===== src/rtl/scale_and_mul_pipe.sv =====
// Scale-add / fraction-multiply core for decoded posits, with an elastic
// valid/ready pipeline of STAGES registers and optional [1,2) normalisation.
module scale_and_mul_pipe #(
  parameter int SCALE_W = 4,
  parameter int FRAC_W  = 6,
  parameter int STAGES  = 2,
  parameter int NORM    = 1
) (
  input  logic                  CLK,
  input  logic                  RST_N,
  input  logic                  IN_VALID,
  output logic                  IN_READY,
  input  logic [SCALE_W-1:0]    SCALE_A,
  input  logic [SCALE_W-1:0]    SCALE_B,
  input  logic [FRAC_W-1:0]     FRAC_A,
  input  logic [FRAC_W-1:0]     FRAC_B,
  output logic                  OUT_VALID,
  input  logic                  OUT_READY,
  output logic [SCALE_W:0]      SCALE_C,
  output logic [2*FRAC_W-1:0]   FRAC_C,
  output logic                  STICKY
);

  localparam int SW = SCALE_W + 1;
  localparam int PW = 2 * FRAC_W;

  logic [SW-1:0]     sum_in;
  logic [PW-1:0]     prod_in;

  logic [STAGES-1:0] vld_q, vld_d;
  logic [STAGES-1:0] en;
  logic [STAGES-1:0] src_vld;
  logic [SW-1:0]     src_scale [STAGES];
  logic [PW-1:0]     src_frac  [STAGES];

  logic [SW-1:0]     scale_q  [STAGES];
  logic [SW-1:0]     scale_d  [STAGES];
  logic [PW-1:0]     frac_q   [STAGES];
  logic [PW-1:0]     frac_d   [STAGES];
  logic [STAGES-1:0] sticky_q, sticky_d;

  always_comb begin
    sum_in  = {SCALE_A[SCALE_W-1], SCALE_A} + {SCALE_B[SCALE_W-1], SCALE_B};
    prod_in = PW'(FRAC_A) * PW'(FRAC_B);
  end

  // A stage may load when it, or any stage after it, has a hole, or the
  // consumer is taking the head; accumulating into a local keeps this acyclic.
  always_comb begin
    logic acc;
    acc = OUT_READY;
    en  = '0;
    for (int k = STAGES - 1; k >= 0; k--) begin
      acc   = acc | ~vld_q[k];
      en[k] = acc;
    end
  end

  always_comb begin
    src_vld      = '0;
    src_vld[0]   = IN_VALID;
    src_scale[0] = sum_in;
    src_frac[0]  = prod_in;
    for (int k = 1; k < STAGES; k++) begin
      src_vld[k]   = vld_q[k-1];
      src_scale[k] = scale_q[k-1];
      src_frac[k]  = frac_q[k-1];
    end
  end

  // Normalisation happens on entry to the last stage so it shares a cycle
  // with nothing but a register-to-register move when STAGES > 1.
  always_comb begin
    logic [SW-1:0] ld_scale;
    logic [PW-1:0] ld_frac;
    logic          ld_sticky;
    ld_scale  = '0;
    ld_frac   = '0;
    ld_sticky = 1'b0;
    vld_d     = vld_q;
    sticky_d  = sticky_q;
    for (int k = 0; k < STAGES; k++) begin
      ld_scale  = src_scale[k];
      ld_frac   = src_frac[k];
      ld_sticky = 1'b0;
      if ((k == STAGES - 1) && (NORM != 0) && ld_frac[PW-1]) begin
        ld_sticky = ld_frac[0];
        ld_frac   = ld_frac >> 1;
        ld_scale  = ld_scale + SW'(1);
      end

      vld_d[k]   = en[k] ? src_vld[k] : vld_q[k];
      scale_d[k] = scale_q[k];
      frac_d[k]  = frac_q[k];
      if (en[k] && src_vld[k]) begin
        scale_d[k]  = ld_scale;
        frac_d[k]   = ld_frac;
        sticky_d[k] = ld_sticky;
      end
    end
  end

  always_ff @(posedge CLK) begin
    if (!RST_N) begin
      vld_q    <= '0;
      sticky_q <= '0;
      for (int k = 0; k < STAGES; k++) begin
        scale_q[k] <= '0;
        frac_q[k]  <= '0;
      end
    end else begin
      vld_q    <= vld_d;
      sticky_q <= sticky_d;
      for (int k = 0; k < STAGES; k++) begin
        scale_q[k] <= scale_d[k];
        frac_q[k]  <= frac_d[k];
      end
    end
  end

  always_comb begin
    IN_READY  = en[0];
    OUT_VALID = vld_q[STAGES-1];
    SCALE_C   = scale_q[STAGES-1];
    FRAC_C    = frac_q[STAGES-1];
    STICKY    = sticky_q[STAGES-1];
  end

endmodule


===== config.mk =====
export PLATFORM = sky130hd
export DESIGN_NAME = scale_and_mul_pipe
export DESIGN_NICKNAME = d
export VERILOG_FILES = /design/src/rtl/scale_and_mul_pipe.sv
export SDC_FILE = /design/constraint.sdc
export NUM_CORES = 1
export LEC_CHECK = 0
export CORE_ASPECT_RATIO = 1.75
export CORE_MARGIN = 10
export CORE_UTILIZATION = 59
export DETAILED_ROUTE_END_ITERATION = 8
export GPL_TIMING_DRIVEN = 0
export HOLD_SLACK_MARGIN = 0.1
export PLACE_DENSITY = 0.86
export SETUP_SLACK_MARGIN = 0.05
export SLEW_MARGIN = 20
export SYNTH_ARGS = -nofsm -noshare
export SYNTH_HDL_FRONTEND = slang
export SYNTH_SLANG_ARGS = --single-unit

===== constraint.sdc =====
create_clock -name CLK -period 10.4 [get_ports CLK]
set_clock_uncertainty 0.1 [all_clocks]
set_input_delay 1.56 -clock CLK [delete_from_list [all_inputs] [get_ports CLK]]
set_output_delay 1.56 -clock CLK [all_outputs]
set_load 0.02 [all_outputs]

==> impl_metrics.csv, run 1 <==
group,metric,value,unit
outcome,outcome,"completed",
global_routing,grt_pass1_wl,10820,um
timing,timing.final.crit_share,48.89,%
timing,fmax,196.7,MHz
placed_design,hpwl,5111,um
placed_design,portBuffers,42,
timing,setup_tns,0,ns
timing,layout_setup_ws,5.316,ns
timing,final-hold-violation-count,0,
floorplan,die_h,112.1,um
floorplan,rows,33,
route,totalWireLength,5996,um
floorplan,design.die.area,0.008137,mm^2
timing,rsz0062_at_grt,"no",
cells_and_area,final_nets,436,
power_and_ir_drop,ir_drop,0.1544,mV
cells_and_area,multi_input_area,0.001803,mm^2
clock_tree,cts_buffers,5,
synthesis,synth_warnings,0,
floorplan,io_pins,44,
global_routing,grtUsageTotal,15.86,%
floorplan,die_w,72.61,um
synthesis,syn_avg_cell_area,8.930,um^2
clock_tree,cts_resized,0,
synthesis,netlist_area,0.002858,mm^2
clock_tree,cts_root_buffer,"clkbuf_8",
global_routing,antenna_found_initial,0,
power_and_ir_drop,p_per_area,134.4,mW/mm^2
synthesis,ys_seq_area_share,25.22,%
global_routing,use_met3,2.998,%
route,drt-initial-drc-count,95,
placed_design,dp.cells,414,
cells_and_area,syn_to_final_growth,20.88,%
route,vias,2337,
route,viasPerCell,5.538,
clock_tree,cts_setup_buffers,0,
placed_design,gp_congestion,0.8118,
setup_path,worstPathArrival,5.19,ns
route,drc,0,
setup_path,cp-end-kind,"flip-flop",
synthesis,yosysUniqueCellTypes,37,
setup_path,critPathKind,"in -> reg",
global_routing,grt-ovfl-total,0,
clock_tree,cts_hold_buffers,0,
global_routing,use_met2,30.37,%
synthesis,synthesis.nets,387,
power_and_ir_drop,leakagePower,1.516,nW
clock_tree,cts-htree-levels,2,
timing,max_slew_margin,63.32,%
global_routing,use_met1,14.48,%
global_routing,grt_max_degree,13,
clock_tree,clk_latency,0.29,ns
global_routing,grt.busiest_layer,"met2",
clock_tree,clock_sinks,36,
flow_run,cap_viol_max_count,0,
global_routing,grt_pass1_vias,2521,
timing,drv_slew,0,
synthesis,ys_ff_latch,36,
floorplan,core_area,0.004707,mm^2
cells_and_area,drive_gt1_share,11.35,%
timing,hold_slack,0.3758,ns
clock_tree,clkTransAtPathRegs,0.07,ns
route,antenna_left,0,
setup_path,critPathRequiredTime,10.50,ns
route,dr.pass1.iters,4,
clock_tree,cts_tree,"built",
floorplan,start_util,60.71,%
worst_hold_path,min_path_type,"reg -> reg",
route,wire_per_inst,14.21,um
cells_and_area,diodes,0,
cells_and_area,seq_area,720.7,um^2
timing,tightest_slew,0.5502,ns
cells_and_area,fin_cells,422,
timing,min_period,5.084,ns
timing,setup_viol_count_final,0,
setup_path,worstPathMaxFanout,6,
clock_tree,clockBufferDepth,2,
placed_design,place_ws,5.032,ns
cells_and_area,fillers,376,
synthesis,synthCells,320,
setup_path,startpoint_type,"primary input",
synthesized netlist by cell type:
library cell,n,area share (%)
a211o_1,3,0.92
a211oi_1,17,4.5
a211oi_2,3,1.3
a21o_1,3,0.79
a21oi_1,17,3.0
a311oi_2,1,0.53
a41oi_1,1,0.31
and2_1,27,5.9
and2_4,1,0.31
buf_4,21,5.5
buf_6,4,1.6
buf_8,1,0.53
clkbuf_1,4,0.53
conb_1,1,0.13
dfxtp_1,36,25
fa_1,18,13
ha_1,25,11
inv_1,27,3.5
mux2i_1,11,3.9
nand2_1,30,3.9
nand2b_1,6,1.3
nand3_1,10,1.8
nand3b_4,1,0.70
nand4_1,2,0.44
nor2_1,24,3.2
o2111ai_1,1,0.31
o211ai_1,5,1.3
o21a_1,1,0.26
o21ai_0,4,0.70
o21ai_1,1,0.17
o21ai_2,1,0.31
o21bai_1,1,0.26
o311ai_1,1,0.31
or2_2,1,0.22
or3_1,2,0.44
xnor2_1,3,0.92
xor2_1,5,1.5
metal layers:
| layer | share of wire [%] | wire length [um] |
|---|---|---|
| met5 | 0 | 0 |
| met3 | 4.2 | 250 |
| met2 | 57 | 3418 |
| met1 | 35 | 2111 |
| met4 | 3.6 | 216 |
per-stage QoR:
stage | power [mW] | cell area [um^2] | util (%)
2_1_floorplan | 0.2957 | 2858 | -
3_3_place_gp | 0.3395 | 3343 | 71.03
3_5_place_dp | 0.3455 | 3343 | 71.03
4_1_cts | 0.4655 | 3455 | 73.39
5_1_grt | 0.4960 | 3455 | 73.39
6_report | 0.4644 | 3455 | 73.39
final timing paths:
path	start	endpoint	slack (ns)	cells past startpoint
max reg2reg	vld_q[1]$_SDFFE_PN0P_	frac_q[0][11]$_SDFFE_PN0P_	8.97	5
min	frac_q[0][0]$_SDFFE_PN0P_	frac_q[0][0]$_SDFFE_PN0P_	0.38	2
max	FRAC_A[3]	frac_q[0][11]$_SDFFE_PN0P_	5.32	12
min reg2reg	frac_q[0][0]$_SDFFE_PN0P_	frac_q[0][0]$_SDFFE_PN0P_	0.38	2
state kept, by name (all words and copies together) (netlist names):
| register | count |
|---|---|
| frac_q | 23 |
| scale_q | 10 |
| vld_q | 2 |
| sticky_q | 1 |
layout by cell type (no fill, tap or decap), types with 10 or more instances in the layout:
cell	count
and2_1	27
nand2_1	30
a211oi_1	17
nand3_1	10
mux2i_1	11
dfxtp_1	36
fa_1	18
a21oi_1	17
buf_4	21
nor2_1	24
inv_1	27
ha_1	25
clkdlybuf4s50_1	42
cell type report:
| cell class | instances | share of cell area [%] |
|---|---|---|
| Clock inverter | 3 | 1.231 |
| Timing Repair Buffer | 42 | 12.17 |
| Inverter | 27 | 2.934 |
| Tap cell | 52 | 1.883 |
| Clock buffer | 5 | 1.992 |
| Multi-Input combinational cell | 227 | 52.19 |
| Buffer | 30 | 6.737 |
| Sequential cell | 36 | 20.86 |
worst max-delay path, stage by stage:
cell	delay [ns]
clkdlybuf4s50_1	0.53
and2_1	0.24
fa_1	0.53
inv_1	0.05
fa_1	0.47
fa_1	0.55
inv_1	0.04
ha_1	0.35
a211oi_1	0.33
o21ai_2	0.14
o21a_1	0.20
o211ai_1	0.20
power breakdown:
part           total (mW)  internal, mW  switching [mW]
clock network       0.122        0.0709          0.0507
logic               0.180        0.0852          0.0951
registers           0.163         0.152          0.0102
logic make-up after synthesis:
family | Yosys count | share of synthesized area, %
AOI/OAI and AO/OA | 60 | 14.93
xor gates and xnor gates | 8 | 2.452
muxes | 11 | 3.853
DFF | 36 | 25.22
adders and majority gates | 43 | 23.56
buffers and inverters | 57 | 11.69
and+or+nand+nor | 104 | 18.17
other | 1 | 0.1312
(Power assumes the default switching activity.)
==> inputs of run 2 (changes only) <==
CORE_UTILIZATION = 55   (was 59)
PLACE_DENSITY = 0.81   (was 0.86)
clock period = 4.7 ns   (was 10.4 ns; I/O delays follow)
==> impl_metrics.csv, run 2 (same netlist as run 1, synthesis figures left out) <==
group,metric,value,unit
outcome,outcome,"completed",
timing,fmax,239.7,MHz
clock_tree,cts_resized,0,
route,viasPerCell,5.450,
placed_design,placed_cell_area,0.003346,mm^2
timing,rsz0062_at_grt,"no",
clock_tree,clockBufferDepth,2,
cells_and_area,multi_input_area,0.001803,mm^2
cells_and_area,final_util,68.49,%
setup_path,critPathKind,"in -> reg",
setup_path,critPathMaxStageDelay,0.54,ns
setup_path,worstPathMaxFanout,6,
cells_and_area,fin_cells,424,
floorplan,design.die.area,0.008593,mm^2
setup_path,crit_path_frequent_cell,"fa_1",
worst_hold_path,min_path_type,"reg -> reg",
setup_path,crit_slowest_cell,"fa_1",
cells_and_area,drive_gt1_share,11.35,%
setup_path,worstPathArrival,4.23,ns
route,drt-initial-drc-count,91,
timing,final-hold-violation-count,0,
setup_path,cp-end-kind,"flip-flop",
timing,setup_tns,0,ns
placed_design,place_ws,0.2139,ns
floorplan,die_h,115.4,um
clock_tree,cts_setup_buffers,0,
global_routing,grt_pass1_vias,2425,
cells_and_area,seq_area,720.7,um^2
cells_and_area,final_common_cell,"clkdlybuf4s50_1",
cells_and_area,largest_register,"frac_q",
clock_tree,clk_latency,0.29,ns
floorplan,die_w,74.49,um
floorplan,start_util,56.93,%
timing,timing.final.crit_share,88.75,%
placed_design,dp.cells,416,
route,wire_per_inst,13.93,um
cells_and_area,final_nets,436,
clock_tree,cts_tree,"built",
clock_tree,clock_sinks,36,
timing,min_period,4.171,ns
setup_path,critPathRequiredTime,4.76,ns
cells_and_area,diodes,0,
timing,setup_viol_count_final,0,
global_routing,grtUsageTotal,14.91,%
setup_path,startpoint_type,"primary input",
setup_path,r2r_start,"vld_q[1]$_SDFFE_PN0P_",
clock_tree,cts_root_buffer,"clkbuf_8",
timing,max_slew_margin,61.23,%
placed_design,hpwl,5109,um
floorplan,core_area,0.005020,mm^2
power_and_ir_drop,ir_drop,0.1479,mV
cells_and_area,fillers,419,
power_and_ir_drop,power,0.9830,mW
route,vias,2311,
flow_run,cap_viol_max_count,0,
global_routing,antenna_found_initial,0,
timing,layout_setup_ws,0.5289,ns
setup_path,reg2reg_depth,6,
clock_tree,cts_buffers,5,
cells_and_area,stdcell_area,0.003438,mm^2
cells_and_area,layout_common_cells,"clkdlybuf4s50_1 (42), dfxtp_1 (36), nand2_1 (30)",
floorplan,rows,34,
power_and_ir_drop,p_per_area,285.9,mW/mm^2
floorplan,io_pins,44,
setup_path,worstPathCellList,"clkdlybuf4s50_1 > and2_1 > fa_1 > inv_1 > fa_1 > fa_1 > inv_1 > ha_1 > a211oi_1 > o21ai_2 > o2111ai_1 > o211ai_1",
clock_tree,clkTransAtPathRegs,0.07,ns
route,dr.pass1.iters,4,
route,totalWireLength,5908,um
route,antenna_left,0,
clock_tree,cts_hold_buffers,0,
cells_and_area,reg_top3,"frac_q: 23 flops, scale_q: 10 flops, vld_q: 2 flops",
global_routing,grt-ovfl-total,0,
placed_design,gp_congestion,0.7931,
setup_path,crit_path_start,"FRAC_A[3]",
cells_and_area,syn_to_final_growth,20.32,%
route,drc,0,
timing,hold_slack,0.3717,ns
timing,tightest_slew,0.5815,ns
setup_path,reg2reg_to,"frac_q[0][11]$_SDFFE_PN0P_",
placed_design,portBuffers,42,
global_routing,grt_max_degree,12,
setup_path,r2r_setup_slack,3.30,ns
power_and_ir_drop,leakagePower,1.513,nW
global_routing,grt_pass1_wl,10250,um
setup_path,endpoint,"frac_q[0][11]$_SDFFE_PN0P_",
timing,drv_slew,0,
clock_tree,cts-htree-levels,2,
cells_and_area,largest_reg_flops,23,
-- run 2: changes by cell type in the layout (fill, tap and decap cells not counted), sizes merged --
cell / delta
bufinv: -1
clkbuf: +1
clkinv: +1
clkinvlp: -1
-- run 2: how the worst min path moves through the flow --
stage	startpoint	end	slack, ns	depth (start not counted)
final	frac_q[0][6]$_SDFFE_PN0P_	frac_q[0][6]$_SDFFE_PN0P_	0.37	2
after global routing	frac_q[0][3]$_SDFFE_PN0P_	frac_q[0][3]$_SDFFE_PN0P_	0.40	2
after CTS	frac_q[0][6]$_SDFFE_PN0P_	frac_q[0][6]$_SDFFE_PN0P_	0.37	2
after detailed placement	frac_q[0][6]$_SDFFE_PN0P_	frac_q[0][6]$_SDFFE_PN0P_	0.36	2
after global placement	frac_q[0][0]$_SDFFE_PN0P_	frac_q[0][0]$_SDFFE_PN0P_	0.36	2
after floorplan	frac_q[0][6]$_SDFFE_PN0P_	frac_q[0][6]$_SDFFE_PN0P_	0.34	2
-- run 2: layout make-up --
cell class	count	share of cell area [%]
Inverter	27	2.948
Sequential cell	36	20.96
Buffer	30	6.769
Multi-Input combinational cell	227	52.44
Timing Repair Buffer	42	12.23
Clock inverter	2	0.2911
Tap cell	54	1.965
Clock buffer	6	2.402
-- run 2: where the power goes --
| group | switching [mW] | internal (mW) |
|---|---|---|
| combinational | 0.209 | 0.188 |
| clock | 0.110 | 0.117 |
| sequential | 0.0216 | 0.337 |
| total | 0.341 | 0.642 |
-- run 2: routing by layer --
layer	up-vias	track usage (%)	routed length, um
met5	-	0	0
met4	0	8.883	208
met3	17	1.984	256
met2	59	29.45	3359
met1	1076	13.41	2084
li1	1159	-	-
-- run 2: critical path, delay by kind of cell --
| family | cells | cell delay (ns) |
|---|---|---|
| AOI/OAI and AO/OA | 4 | 0.79 |
| adders and majority gates | 4 | 1.89 |
| buffers and inverters | 3 | 0.60 |
| and+or+nand+nor | 1 | 0.23 |
==> inputs of run 3 (changes only) <==
CELL_PAD_IN_SITES_DETAIL_PLACEMENT = 1   (was unset)
CELL_PAD_IN_SITES_GLOBAL_PLACEMENT = 2   (was unset)
CORE_ASPECT_RATIO = unset   (was 1.75)
CORE_UTILIZATION = 33   (was 55)
CTS_CLUSTER_DIAMETER = 40   (was unset)
PLACE_DENSITY = unset   (was 0.81)
PLACE_DENSITY_LB_ADDON = 0.1   (was unset)
==> impl_metrics.csv, run 3 (same netlist as run 1, synthesis figures left out) <==
group,metric,value,unit
outcome,outcome,"completed",
timing,hold_slack,0.3751,ns
setup_path,worstPathMaxFanout,6,
route,wire_per_inst,14.53,um
cells_and_area,fin_cells,474,
setup_path,worstPathCellList,"clkdlybuf4s50_1 > and2_1 > fa_1 > inv_1 > fa_1 > fa_1 > inv_1 > ha_1 > a211oi_1 > o21ai_2 > o2111ai_1 > o211ai_1",
global_routing,grt_max_degree,11,
clock_tree,clockBufferDepth,2,
global_routing,grt_pass1_vias,2427,
global_routing,grtUsageTotal,11.18,%
clock_tree,cts_buffers,5,
setup_path,critPathMaxStageDelay,0.54,ns
timing,min_period,4.187,ns
cells_and_area,syn_to_final_growth,22.68,%
floorplan,rows,33,
route,drc,0,
clock_tree,cts-htree-levels,2,
floorplan,die_h,113.1,um
power_and_ir_drop,clockPowerShare,23.4,%
timing,setup_tns,0,ns
timing,setup_viol_count_final,0,
cells_and_area,layout_common_cells,"clkdlybuf4s50_1 (42), dfxtp_1 (36), nand2_1 (30)",
setup_path,worstPathArrival,4.24,ns
cells_and_area,reg_top3,"frac_q: 23 flops, scale_q: 10 flops, vld_q: 2 flops",
cells_and_area,largest_register,"frac_q",
timing,max_slew_margin,59.84,%
setup_path,worst_path_dominant_cell_family,"adder cells",
route,vias,2236,
timing,layout_setup_ws,0.5129,ns
cells_and_area,largest_reg_flops,23,
flow_run,cap_viol_max_count,0,
timing,timing.final.crit_share,89.09,%
power_and_ir_drop,p_per_area,285.0,mW/mm^2
setup_path,path_buf_inv,3,
setup_path,crit_slowest_cell,"clkdlybuf4s50_1",
timing,tightest_slew,0.6025,ns
global_routing,antenna_found_initial,0,
setup_path,r2r_start,"vld_q[1]$_SDFFE_PN0P_",
placed_design,place_ws,0.2145,ns
power_and_ir_drop,leakagePower,1.513,nW
setup_path,startpoint_type,"primary input",
setup_path,critPathRequiredTime,4.75,ns
placed_design,portBuffers,42,
timing,fmax,238.8,MHz
setup_path,critPathKind,"in -> reg",
power_and_ir_drop,power_frac_seq,36.0,%
global_routing,grt_pass1_wl,12060,um
route,totalWireLength,6885,um
route,viasPerCell,4.717,
timing,rsz0062_at_grt,"no",
floorplan,die_w,113.1,um
power_and_ir_drop,p_int,0.6565,mW
clock_tree,cts_setup_buffers,0,
power_and_ir_drop,combPwrFrac,40.6,%
floorplan,start_util,34.26,%
setup_path,crit_path_start,"FRAC_A[3]",
power_and_ir_drop,switching_share,34.30,%
clock_tree,clk_latency,0.28,ns
power_and_ir_drop,ir_drop,0.09094,mV
clock_tree,clkTransAtPathRegs,0.07,ns
floorplan,core_area,0.008341,mm^2
clock_tree,cts_hold_buffers,0,
floorplan,design.die.area,0.01278,mm^2
global_routing,grt-ovfl-total,0,
clock_tree,cts_tree,"built",
route,dr.pass1.iters,4,
placed_design,hpwl,5880,um
power_and_ir_drop,power,0.9992,mW
cells_and_area,final_nets,436,
clock_tree,cts_root_buffer,"clkbuf_8",
timing,final-hold-violation-count,0,
floorplan,io_pins,44,
placed_design,dp.cells,467,
clock_tree,cts_resized,0,
cells_and_area,diodes,0,
cells_and_area,final_common_cell,"clkdlybuf4s50_1",
timing,drv_slew,0,
cells_and_area,drive_gt1_share,11.11,%
worst_hold_path,min_path_type,"reg -> reg",
power_and_ir_drop,switchingPower,0.3428,mW
worst_hold_path,worst_hold_startpoint,"frac_q[0][0]$_SDFFE_PN0P_",
placed_design,gp_congestion,0.8001,
setup_path,cp-end-kind,"flip-flop",
clock_tree,clock_sinks,36,
route,antenna_left,0,
route,drt-initial-drc-count,54,
setup_path,crit_path_frequent_cell,"fa_1",
==> run 3: path summary, 6_finish.rpt <==
| kind | slack, ns | to | cells past startpoint |
|---|---|---|---|
| max | 0.51 | frac_q[0][11]$_SDFFE_PN0P_ | 12 |
| min | 0.38 | frac_q[0][0]$_SDFFE_PN0P_ | 2 |
| max reg2reg | 3.29 | scale_q[0][0]$_SDFFE_PN0P_ | 5 |
| min reg2reg | 0.38 | frac_q[0][0]$_SDFFE_PN0P_ | 2 |
==> run 3: metrics by stage <==
| stage | utilization, % | cell area [um^2] |
|---|---|---|
| 2_1_floorplan | - | 2858 |
| 6_report | 42.03 | 3506 |
| 5_1_grt | 42.03 | 3506 |
| 3_3_place_gp | 40.88 | 3410 |
| 3_5_place_dp | 40.88 | 3410 |
| 4_1_cts | 42.03 | 3506 |
==> run 3: layout make-up <==
class / count / area [um^2]
Buffer: 30 / 232.7
Tap cell: 105 / 131.4
Inverter: 27 / 101.3
Clock buffer: 7 / 96.34
Timing Repair Buffer: 42 / 420.4
Fill cell: 998 / 4835
Multi-Input combinational cell: 227 / 1803
Sequential cell: 36 / 720.7
==> run 3: worst min-delay path: cells and delay by family, from the launching register on <==
family           cells  cell delay (ns)
AO/OA/AOI/OAI        1             0.05
flip-flops           1             0.32
AND/OR/NAND/NOR      1             0.06
==> run 3: metal layers <==
layer,share of wire [%],wire length [um],global-route usage [%]
met3,3.7,253,2.060
met5,0,0,0
met1,46,3148,13.18
met2,49,3396,19.66
met4,1.3,87,4.061
==> run 3: power by group through the flow <==
stage / Clock, mW / Sequential (mW) / Combinational (mW)
finish: 0.234 / 0.360 / 0.406
global route: 0.253 / 0.366 / 0.468
CTS: 0.241 / 0.360 / 0.415
detailed placement: 0 / 0.368 / 0.410
global placement: 0 / 0.366 / 0.402
floorplan: 0 / 0.361 / 0.293
